## src/rtl/debounce_pkg.sv

```systemverilog
`default_nettype none
// ============================================================================
//  Module   : debounce_pkg
//  Purpose  : Shared types and constants for the debounce filter slice.
//             Defines the four-state qualification FSM encoding, the
//             synchronizer depth, and the glitch counter width/limit.
//  Ports    : none (package)
//  Revision : 1.0 - initial release
// ============================================================================
package debounce_pkg;

    // Qualification FSM. dout is high only in STABLE_HI and CAND_LO.
    typedef enum logic [1:0] {
        STABLE_LO = 2'b00,
        CAND_HI   = 2'b01,
        STABLE_HI = 2'b10,
        CAND_LO   = 2'b11
    } state_e;

    localparam int                    SYNC_STAGES = 2;
    localparam int                    GLITCH_W    = 8;
    localparam logic [GLITCH_W-1:0]   GLITCH_MAX  = 8'hFF;

endpackage : debounce_pkg
`default_nettype wire

```

## src/rtl/debounce_filter_if.sv

```systemverilog
`default_nettype none
// ============================================================================
//  Module   : debounce_filter_if
//  Purpose  : Signal bundle between the debounce filter and its user.
//  Signals  : din        - raw input level (user -> filter)
//             clr_glitch - synchronous clear of glitch_cnt (user -> filter)
//             dout       - debounced level (filter -> user)
//             busy       - candidate transition being qualified
//             glitch_cnt - saturating count of rejected candidates
//  Modports : master - user side, slave - filter side
//  Revision : 1.0 - initial release
// ============================================================================
interface debounce_filter_if;
    import debounce_pkg::*;

    logic                din;
    logic                clr_glitch;
    logic                dout;
    logic                busy;
    logic [GLITCH_W-1:0] glitch_cnt;

    modport master (
        output din,
        output clr_glitch,
        input  dout,
        input  busy,
        input  glitch_cnt
    );

    modport slave (
        input  din,
        input  clr_glitch,
        output dout,
        output busy,
        output glitch_cnt
    );

endinterface : debounce_filter_if
`default_nettype wire

```

## src/rtl/sync_2ff.sv

```systemverilog
`default_nettype none
// ============================================================================
//  Module   : sync_2ff
//  Purpose  : Two-flop level synchronizer bringing an asynchronous input
//             into the clk domain. Cleared by reset.
//  Ports    : clk    - clock, rising edge
//             resetn - synchronous active-low reset
//             d      - asynchronous input level
//             q      - synchronized level (SYNC_STAGES edges later)
//  Revision : 1.0 - initial release
// ============================================================================
module sync_2ff
    import debounce_pkg::*;
(
    input  wire logic clk,
    input  wire logic resetn,
    input  wire logic d,
    output      logic q
);

    logic [SYNC_STAGES-1:0] sync_q;
    logic [SYNC_STAGES-1:0] sync_d;

    // Shift the new sample in at bit 0; bit SYNC_STAGES-1 is the output.
    always_comb begin
        sync_d = {sync_q[SYNC_STAGES-2:0], d};
    end

    always_ff @(posedge clk) begin
        if (!resetn) begin
            sync_q <= '0;
        end else begin
            sync_q <= sync_d;
        end
    end

    assign q = sync_q[SYNC_STAGES-1];

endmodule : sync_2ff
`default_nettype wire

```

## src/rtl/debounce_filter.sv

```systemverilog
`default_nettype none
// ============================================================================
//  Module   : debounce_filter
//  Purpose  : Level debouncer. A new input level is accepted only after it
//             has been sampled on STABLE_CYCLES consecutive clock edges;
//             shorter excursions are rejected and counted in a saturating
//             glitch counter.
//  Ports    : clk    - clock, rising edge
//             resetn - synchronous active-low reset
//             bus    - debounce_filter_if.slave (din, clr_glitch, dout,
//                      busy, glitch_cnt)
//  Params   : STABLE_CYCLES - edges of a new level needed (2..65535)
//             CNT_W         - stability counter width, 2**CNT_W > STABLE_CYCLES
//  Config   : DEBOUNCE_SYNC_EN - when defined, din passes a 2-flop
//             synchronizer first (adds 2 edges of latency); when undefined
//             din is used directly and must be synchronous to clk.
//  Revision : 1.0 - initial release
// ============================================================================
module debounce_filter
    import debounce_pkg::*;
#(
    parameter int STABLE_CYCLES = 4,
    parameter int CNT_W         = 16
) (
    input  wire logic         clk,
    input  wire logic         resetn,
    debounce_filter_if.slave  bus
);

    // Counter value on the edge that completes qualification.
    localparam logic [CNT_W-1:0] c_cnt_last = CNT_W'(STABLE_CYCLES - 1);

    // ------------------------------------------------------------------
    // Sampled input
    // ------------------------------------------------------------------
    logic s;

`ifdef DEBOUNCE_SYNC_EN
    sync_2ff u_sync (
        .clk    (clk),
        .resetn (resetn),
        .d      (bus.din),
        .q      (s)
    );
`else
    assign s = bus.din;
`endif

    // ------------------------------------------------------------------
    // State
    // ------------------------------------------------------------------
    state_e              state_q,  state_d;
    logic [CNT_W-1:0]    cnt_q,    cnt_d;
    logic                dout_q,   dout_d;
    logic [GLITCH_W-1:0] glitch_q, glitch_d;
    logic                glitch_inc;

    // ------------------------------------------------------------------
    // Next-state logic
    // ------------------------------------------------------------------
    always_comb begin
        state_d    = state_q;
        cnt_d      = cnt_q;
        dout_d     = dout_q;
        glitch_inc = 1'b0;

        case (state_q)
            STABLE_LO: begin
                if (s) begin
                    // The sample that opens the candidate already counts.
                    state_d = CAND_HI;
                    cnt_d   = CNT_W'(1);
                end else begin
                    cnt_d   = '0;
                end
            end

            CAND_HI: begin
                if (s) begin
                    if (cnt_q == c_cnt_last) begin
                        state_d = STABLE_HI;
                        cnt_d   = '0;
                        dout_d  = 1'b1;
                    end else begin
                        cnt_d   = cnt_q + CNT_W'(1);
                    end
                end else begin
                    state_d    = STABLE_LO;
                    cnt_d      = '0;
                    glitch_inc = 1'b1;
                end
            end

            STABLE_HI: begin
                if (!s) begin
                    state_d = CAND_LO;
                    cnt_d   = CNT_W'(1);
                end else begin
                    cnt_d   = '0;
                end
            end

            CAND_LO: begin
                if (!s) begin
                    if (cnt_q == c_cnt_last) begin
                        state_d = STABLE_LO;
                        cnt_d   = '0;
                        dout_d  = 1'b0;
                    end else begin
                        cnt_d   = cnt_q + CNT_W'(1);
                    end
                end else begin
                    state_d    = STABLE_HI;
                    cnt_d      = '0;
                    glitch_inc = 1'b1;
                end
            end

            default: begin
                state_d = STABLE_LO;
                cnt_d   = '0;
                dout_d  = 1'b0;
            end
        endcase
    end

    // Clear wins over a simultaneous rejection; count sticks at the top.
    always_comb begin
        glitch_d = glitch_q;
        if (bus.clr_glitch) begin
            glitch_d = '0;
        end else if (glitch_inc && (glitch_q != GLITCH_MAX)) begin
            glitch_d = glitch_q + GLITCH_W'(1);
        end
    end

    // ------------------------------------------------------------------
    // Registers
    // ------------------------------------------------------------------
    always_ff @(posedge clk) begin
        if (!resetn) begin
            state_q  <= STABLE_LO;
            cnt_q    <= '0;
            dout_q   <= 1'b0;
            glitch_q <= '0;
        end else begin
            state_q  <= state_d;
            cnt_q    <= cnt_d;
            dout_q   <= dout_d;
            glitch_q <= glitch_d;
        end
    end

    // ------------------------------------------------------------------
    // Outputs
    // ------------------------------------------------------------------
    assign bus.dout       = dout_q;
    assign bus.busy       = (state_q == CAND_HI) || (state_q == CAND_LO);
    assign bus.glitch_cnt = glitch_q;

endmodule : debounce_filter
`default_nettype wire

```

## src/flat_wrapper.sv

```systemverilog
// flat-port wrapper written by rule: the top's interface ports become plain ports
module debounce_filter_flat import debounce_pkg::*;
#(
    parameter int STABLE_CYCLES = 4,
    parameter int CNT_W         = 16
)
  (clk, resetn, bus_din, bus_clr_glitch, bus_dout, bus_busy, bus_glitch_cnt);
  debounce_filter_if bus_i ();
  input  wire logic clk;
  input  wire logic resetn;
  input wire logic [$bits(bus_i.din)-1:0] bus_din;
  input wire logic [$bits(bus_i.clr_glitch)-1:0] bus_clr_glitch;
  output wire logic [$bits(bus_i.dout)-1:0] bus_dout;
  output wire logic [$bits(bus_i.busy)-1:0] bus_busy;
  output wire logic [$bits(bus_i.glitch_cnt)-1:0] bus_glitch_cnt;
  assign bus_i.din = bus_din;
  assign bus_i.clr_glitch = bus_clr_glitch;
  assign bus_dout = bus_i.dout;
  assign bus_busy = bus_i.busy;
  assign bus_glitch_cnt = bus_i.glitch_cnt;
  debounce_filter #(.STABLE_CYCLES(STABLE_CYCLES), .CNT_W(CNT_W)) u_core (.clk(clk), .resetn(resetn), .bus(bus_i));
endmodule
```

## config.mk

```make
export PLATFORM = sky130hd
export DESIGN_NAME = debounce_filter_flat
export DESIGN_NICKNAME = d
export VERILOG_FILES = /design/src/rtl/debounce_pkg.sv /design/src/rtl/debounce_filter_if.sv /design/src/rtl/sync_2ff.sv /design/src/rtl/debounce_filter.sv /design/src/flat_wrapper.sv
export SDC_FILE = /design/constraint.sdc
export NUM_CORES = 1
export LEC_CHECK = 0
export BUFFER_PORTS_ARGS = -buffer_cell sky130_fd_sc_hd__clkbuf_2
export CAP_MARGIN = 15
export CORE_MARGIN = 3
export CORE_UTILIZATION = 48
export DETAILED_ROUTE_END_ITERATION = 10
export PLACE_DENSITY = 0.64
export RECOVER_POWER = 25
export SYNTH_ARGS = -nofsm -noshare
export SYNTH_HDL_FRONTEND = slang
export SYNTH_HIERARCHICAL = 1
export SYNTH_SLANG_ARGS = --single-unit
```

## constraint.sdc

```tcl
create_clock -name clk -period 3 [get_ports clk]
set_input_delay 0.3 -clock clk [delete_from_list [all_inputs] [get_ports clk]]
set_output_delay 0.3 -clock clk [all_outputs]
set_load 0.02 [all_outputs]
```

## After elaboration in Yosys (flattened, before gate mapping)

Index checks and enable logic that the tools add are counted.

| cells by class | value |
|---|---|
| add/subtract/negate cells | 2 |
| equality and inequality tests | 13 |
| muxes and demuxes | 21 |
| bitwise logic cells | 1 |
| reductions and logical operators | 7 |

Operators with widths:

| kind | number |
|---|---|
| $pmux 16 s4 | 1 |
| $mux 16 | 3 |
| $add 16x1->16 const B | 1 |
| $eq 16x2->1 const B | 1 |
| $mux 2 | 6 |
| $add 8x1->8 const B | 1 |
| $mux 1 | 8 |
| $ne 2x2->1 const B | 4 |
| $ne 8x8->1 const B | 1 |
| $pmux 2 s4 | 1 |
| $ne 3x2->1 const B | 2 |
| $reduce_and 5->1 | 1 |
| $eq 2x2->1 const B | 2 |
| $ne 2x1->1 const B | 2 |
| $pmux 1 s2 | 2 |
| $reduce_and 4->1 | 1 |
| $eq 2x1->1 const B | 1 |
| $logic_not 2->1 | 1 |
| $reduce_bool 2->1 | 1 |
| $reduce_or 2->1 | 1 |
| $logic_and 1x1->1 | 1 |
| $logic_or 1x1->1 | 1 |
| $not 1->1 | 1 |

| word-level totals | value |
|---|---|
| flip-flop bits (word level) | 27 |
| bits of input ports | 4 |
| output and inout bits | 10 |
| word-level logic and storage cells | 48 |

## Depth between registers and ports, before layout

| logic depth | value |
|---|---|
| depth after elaboration | 4 |
| depth in mapped cells | 6 |
| gate-level depth less buffers | 5 |

## Worst setup path after synthesis

No wires, ideal clock.

| path | value |
|---|---|
| kind | register to register |
| from | register u_core.glitch_q[0], in the netlist u_core/bus.glitch_cnt[0] |
| to | register u_core.glitch_q[1], in the netlist u_core/bus.glitch_cnt[1] |
| setup time | 115 ps |
| arrival time | 1438 ps |
| data required time | 2885 ps |
| slack | 1447 ps |
| stages on the path, launching flop included | 7 |
| path buffers | 1 |
| period minus slack after synthesis | 1553 ps |
| cell sequence | dfxtp_1 > ha_1 > nand2_1 > o311ai_2 > buf_6 > mux2i_1 > nor2_1 |

| on the way | value |
|---|---|
| longest elaborated chain between the ends | 2 |
| elaborated cells on any way between the ends | 3 |
| those cells by class | 1 x add/sub; 1 x eq/ne; 1 x reduce/logical |

Ends and longest elaborated chain:

| element | line | source |
|---|---|---|
| start, declared | debounce_filter.sv:55 | `logic [GLITCH_W-1:0] glitch_q, glitch_d;` |
| start signal, assigned | debounce_filter.sv:150 | `glitch_q <= glitch_d;` |
| branches (longest 2 deep; another with $add 8x1->8) | - |  |

Parallel ways; which one is timed is not known.
A chain may end at the register's enable or synchronous reset.

## Worst setup path in the final report

| path | value |
|---|---|
| from | register u_core.glitch_q[0], in the netlist u_core/bus.glitch_cnt[0] |
| to | register u_core.glitch_q[4], in the netlist u_core/bus.glitch_cnt[4] |

Same word-level chain as after synthesis.

==> impl_metrics.py <==
metrics = {
    "power": {
        "seqPwrFrac": 0.681,
        "p_int_w": 0.000422,
        "p_sw_w": 0.000114,
        "fin_total_pwr_w": 0.000537,
        "combPwrFrac": 0.045,
        "total_leakage_power_nw": 0.441,
        "swShare": 0.213,
        "power_frac_clock": 0.274,
        "cellPowerDensity_nw_per_um2": 391,
        "ir_worst_vdd_v": 0.000210,
    },
    "sta": {
        "drv_slew": 0,
        "period_minus_slack_ns": 1.79,
        "period_share": 0.598,
        "finalHoldViolCount": 0,
        "timing.setup.tns_ns": 0,
        "fin_skew_ns": 0.00631,
        "relSlewSlack": 0.482,
        "rsz0062_at_grt": "false",
        "worst_slew_pin_slew_ns": 0.776,
        "setup_viol": 0,
        "max_freq_ghz": 0.557,
    },
    "critical_path": {
        "crit_arrival_ns": 2.04,
        "cp_num_buf_inv": 0,
        "cp-startpoint": "u_core/bus.glitch_cnt[0]$_SDFFE_PP0P_",
        "crit_family": "compound AO/OA/AOI/OAI gates",
        "crit_required_ns": 3.25,
        "crit_type": "reg -> reg",
        "endpoint_kind": "flip-flop",
        "cp.depth": 5,
        "cp-start-kind": "flip-flop",
        "crit_path_end": "u_core/bus.glitch_cnt[4]$_SDFFE_PP0P_",
        "r2r_end": "u_core/bus.glitch_cnt[4]$_SDFFE_PP0P_",
        "crit_path_top_delay_cell": "o311ai_2",
        "path_cells": "ha_1 > nand2_1 > o311ai_2 > o21ai_0 > a21oi_1",
        "cp_max_fo": 12,
        "cp_slowest_stage_delay_ns": 0.66,
        "rrSetupSlack_ns": 1.21,
        "r2r-start": "u_core/bus.glitch_cnt[0]$_SDFFE_PP0P_",
        "worstRegToRegCells": 5,
    },
    "clock_network": {
        "cts_tree": "done",
        "clk_pin_slew_ns": 0.13,
        "clkLatencyLatePin_ns": 0.31,
        "cts_setup_buffers": 0,
        "clockRootBuffer": "clkbuf_4",
        "cts_resized": 0,
        "clkSinkCount": 27,
        "clockBufferDepth": 2,
        "cts_htree_levels": 1,
        "numCtsBuffers": 3,
        "cts_hold_buf": 0,
    },
    "route": {
        "wl_per_cell_um": 12.0,
        "routed_wl_um": 2260,
        "drt-vias-per-instance": 5.61,
        "drt-met1-wl_um": 1080,
        "top_layer": "met4",
        "drtIter0Drc": 29,
        "route.met2.wl_um": 1100,
        "num_vias": 1061,
        "drc": 0,
        "firstDrtPassIters": 4,
        "wl_met3_um": 63,
        "ant_nets": 0,
    },
    "placed_design": {
        "portBuffers": 13,
        "gp_congestion": 0.780,
        "hpwlAfterDp_um": 1730,
        "place_inst": 185,
    },
    "min_path": {
        "hold_path_class": "in -> reg",
    },
    "cells_and_area": {
        "antenna_cells": 0,
        "synthToLayoutAreaGrowth_pct": 7.02,
        "instances_no_fill": 189,
        "nNetsFinal": 166,
        "fill_cells": 249,
        "regArea_um2": 541,
        "multiInputGateArea_um2": 682,
        "drive_above_1_share": 0.0755,
    },
    "floorplanning": {
        "initial_core_util": 0.514,
        "ios": 14,
        "die_area_um2": 3330,
        "core_area_um2": 2500,
        "num_rows": 18,
        "die_y_um": 57.7,
        "die_w_um": 57.7,
    },
    "global_route": {
        "grt_pass1_vias": 1028,
        "grt_max_degree": 16,
        "antenna_found_initial": 0,
        "grt_overflow": 0,
        "grt_usage": 0.159,
        "grt_pass1_wl_um": 4280,
    },
    "yosys": {
        "synth_area_per_cell_um2": 8.79,
        "ys_warn_count": 6,
        "yosys_register_bits": 27,
        "syn-cell-area_um2": 1280,
        "yosys.cell_types.count": 34,
        "syn_nets": 152,
        "yosysSeqAreaShare": 0.421,
        "syn_inst": 146,
    },
    "run_status": {
        "status": "finished, final reports clean",
    },
    "flow_run": {
        "cap_violations": 0,
    },
}
[state kept, by name (all words and copies together), names as in the netlist, named ones only]
register and cells:
u_core/state_q 1, u_core/bus.dout 1, u_core/bus.glitch_cnt 8, u_core/cnt_q 16
[cell families (layout without fill, tap and decap cells)]
kind of cell,Yosys count,in the layout,share of synthesized area
AND/OR/NAND/NOR,70,70,0.298
flip-flops,27,27,0.421
XOR/XNOR,17,17,0.122
AO/OA/AOI/OAI,15,15,0.0760
buffers and inverters,13,26,0.0478
adder cells (fa/ha/maj),2,2,0.0195
multiplexers,2,2,0.0156
[worst min-delay path, stage by stage]
cell and delay [ns]:
clkbuf_2 0.09, nor2_1 0.04, o211a_1 0.09
[worst min path at each step]
stage | from | endpoint | cells after the start
floorplan | resetn | u_core/cnt_q[0]$_SDFF_PN0_ | 2
global placement | u_core/bus.dout$_SDFFE_PN0P_ | u_core/bus.dout$_SDFFE_PN0P_ | 2
detailed placement | u_core/bus.dout$_SDFFE_PN0P_ | u_core/bus.dout$_SDFFE_PN0P_ | 2
CTS | bus_clr_glitch | u_core/bus.glitch_cnt[6]$_SDFFE_PP0P_ | 3
finish | bus_clr_glitch | u_core/bus.glitch_cnt[6]$_SDFFE_PP0P_ | 3
global route | bus_clr_glitch | u_core/bus.glitch_cnt[6]$_SDFFE_PP0P_ | 3
[cells in the final DEF, fill, tap and decap left out, drive strengths merged]
cell / Yosys / layout
or4: 2 / 2
nand2: 8 / 8
nor2: 20 / 20
o21ai: 4 / 4
ha: 2 / 2
clkbuf: 1 / 17
xor2: 7 / 7
dfxtp: 27 / 27
nor3b: 1 / 1
a31oi: 1 / 1
nor3: 2 / 2
nor4: 9 / 9
o311ai: 1 / 1
o211a: 1 / 1
nor4b: 2 / 2
and4: 1 / 1
a21oi: 6 / 6
inv: 9 / 9
or2b: 1 / 1
mux2i: 2 / 2
or3: 4 / 4
nand3: 8 / 8
nor2b: 1 / 1
o31ai: 2 / 2
nand4: 9 / 9
nand2b: 1 / 1
xnor2: 10 / 10
nand3b: 1 / 1
[routing by layer]
metal	vias up	global-route usage
li1	547	-
met1	500	0.209
met2	12	0.261
met3	2	0.0200
met4	0	0.0728
met5	-	0
[per-stage QoR]
step | hold slack, ns | setup WS, ns | area (um2) | util
after floorplan | 0.440 | 1.45 | 1280 | -
after global placement | 0.474 | 1.28 | 1360 | 0.544
after global routing | 0.219 | 0.994 | 1370 | 0.550
after CTS | 0.220 | 1.18 | 1390 | 0.554
after detailed placement | 0.486 | 1.20 | 1360 | 0.544
final | 0.233 | 1.21 | 1370 | 0.550
[cell type report]
class	instances	area share
clock buffer	4	0.0191
inverter	9	0.0246
tap	30	0.0273
sequential	27	0.393
multi-input combinational	106	0.496
timing repair buffer	13	0.0392
[cells in the mapped netlist]
| cell type | number | area (um2) |
|---|---|---|
| xor2_1 | 7 | 61.3 |
| xnor2_1 | 9 | 78.8 |
| dfxtp_1 | 27 | 541 |
| a31oi_1 | 1 | 6.26 |
| nand4_1 | 8 | 50.1 |
| nand2_1 | 8 | 30.0 |
| or2b_2 | 1 | 8.76 |
| nor2_1 | 20 | 75.1 |
| buf_4 | 1 | 7.51 |
| nand2b_1 | 1 | 6.26 |
| o21ai_0 | 4 | 20.0 |
| nand4_2 | 1 | 12.5 |
| nor4_1 | 8 | 50.1 |
| buf_2 | 1 | 5.00 |
| o211a_1 | 1 | 10.0 |
| a21oi_1 | 6 | 30.0 |
| xnor2_2 | 1 | 16.3 |
| o311ai_2 | 1 | 16.3 |
| ha_1 | 2 | 25.0 |
| nand3b_1 | 1 | 7.51 |
| nor2b_1 | 1 | 6.26 |
| nor4b_1 | 2 | 17.5 |
| buf_6 | 1 | 11.3 |
| inv_1 | 9 | 33.8 |
| and4_1 | 1 | 8.76 |
| or4_1 | 2 | 15.0 |
| clkbuf_1 | 1 | 3.75 |
| o31ai_1 | 2 | 15.0 |
| nor3_1 | 2 | 10.0 |
| nor3b_1 | 1 | 7.51 |
| nor4_2 | 1 | 12.5 |
| mux2i_1 | 2 | 20.0 |
| or3_1 | 4 | 25.0 |
| nand3_1 | 8 | 40.0 |
[power by group through the flow]
stage / Clock (W) / Combinational [W] / Sequential (W)
5_1_grt: 0.000178 / 0.0000271 / 0.000367
3_5_place_dp: 0 / 0.0000245 / 0.000374
2_1_floorplan: 0 / 0.0000160 / 0.000375
3_3_place_gp: 0 / 0.0000243 / 0.000373
4_1_cts: 0.000160 / 0.0000246 / 0.000366
6_report: 0.000147 / 0.0000240 / 0.000366
Note: power is estimated with default switching activity, not from simulation.
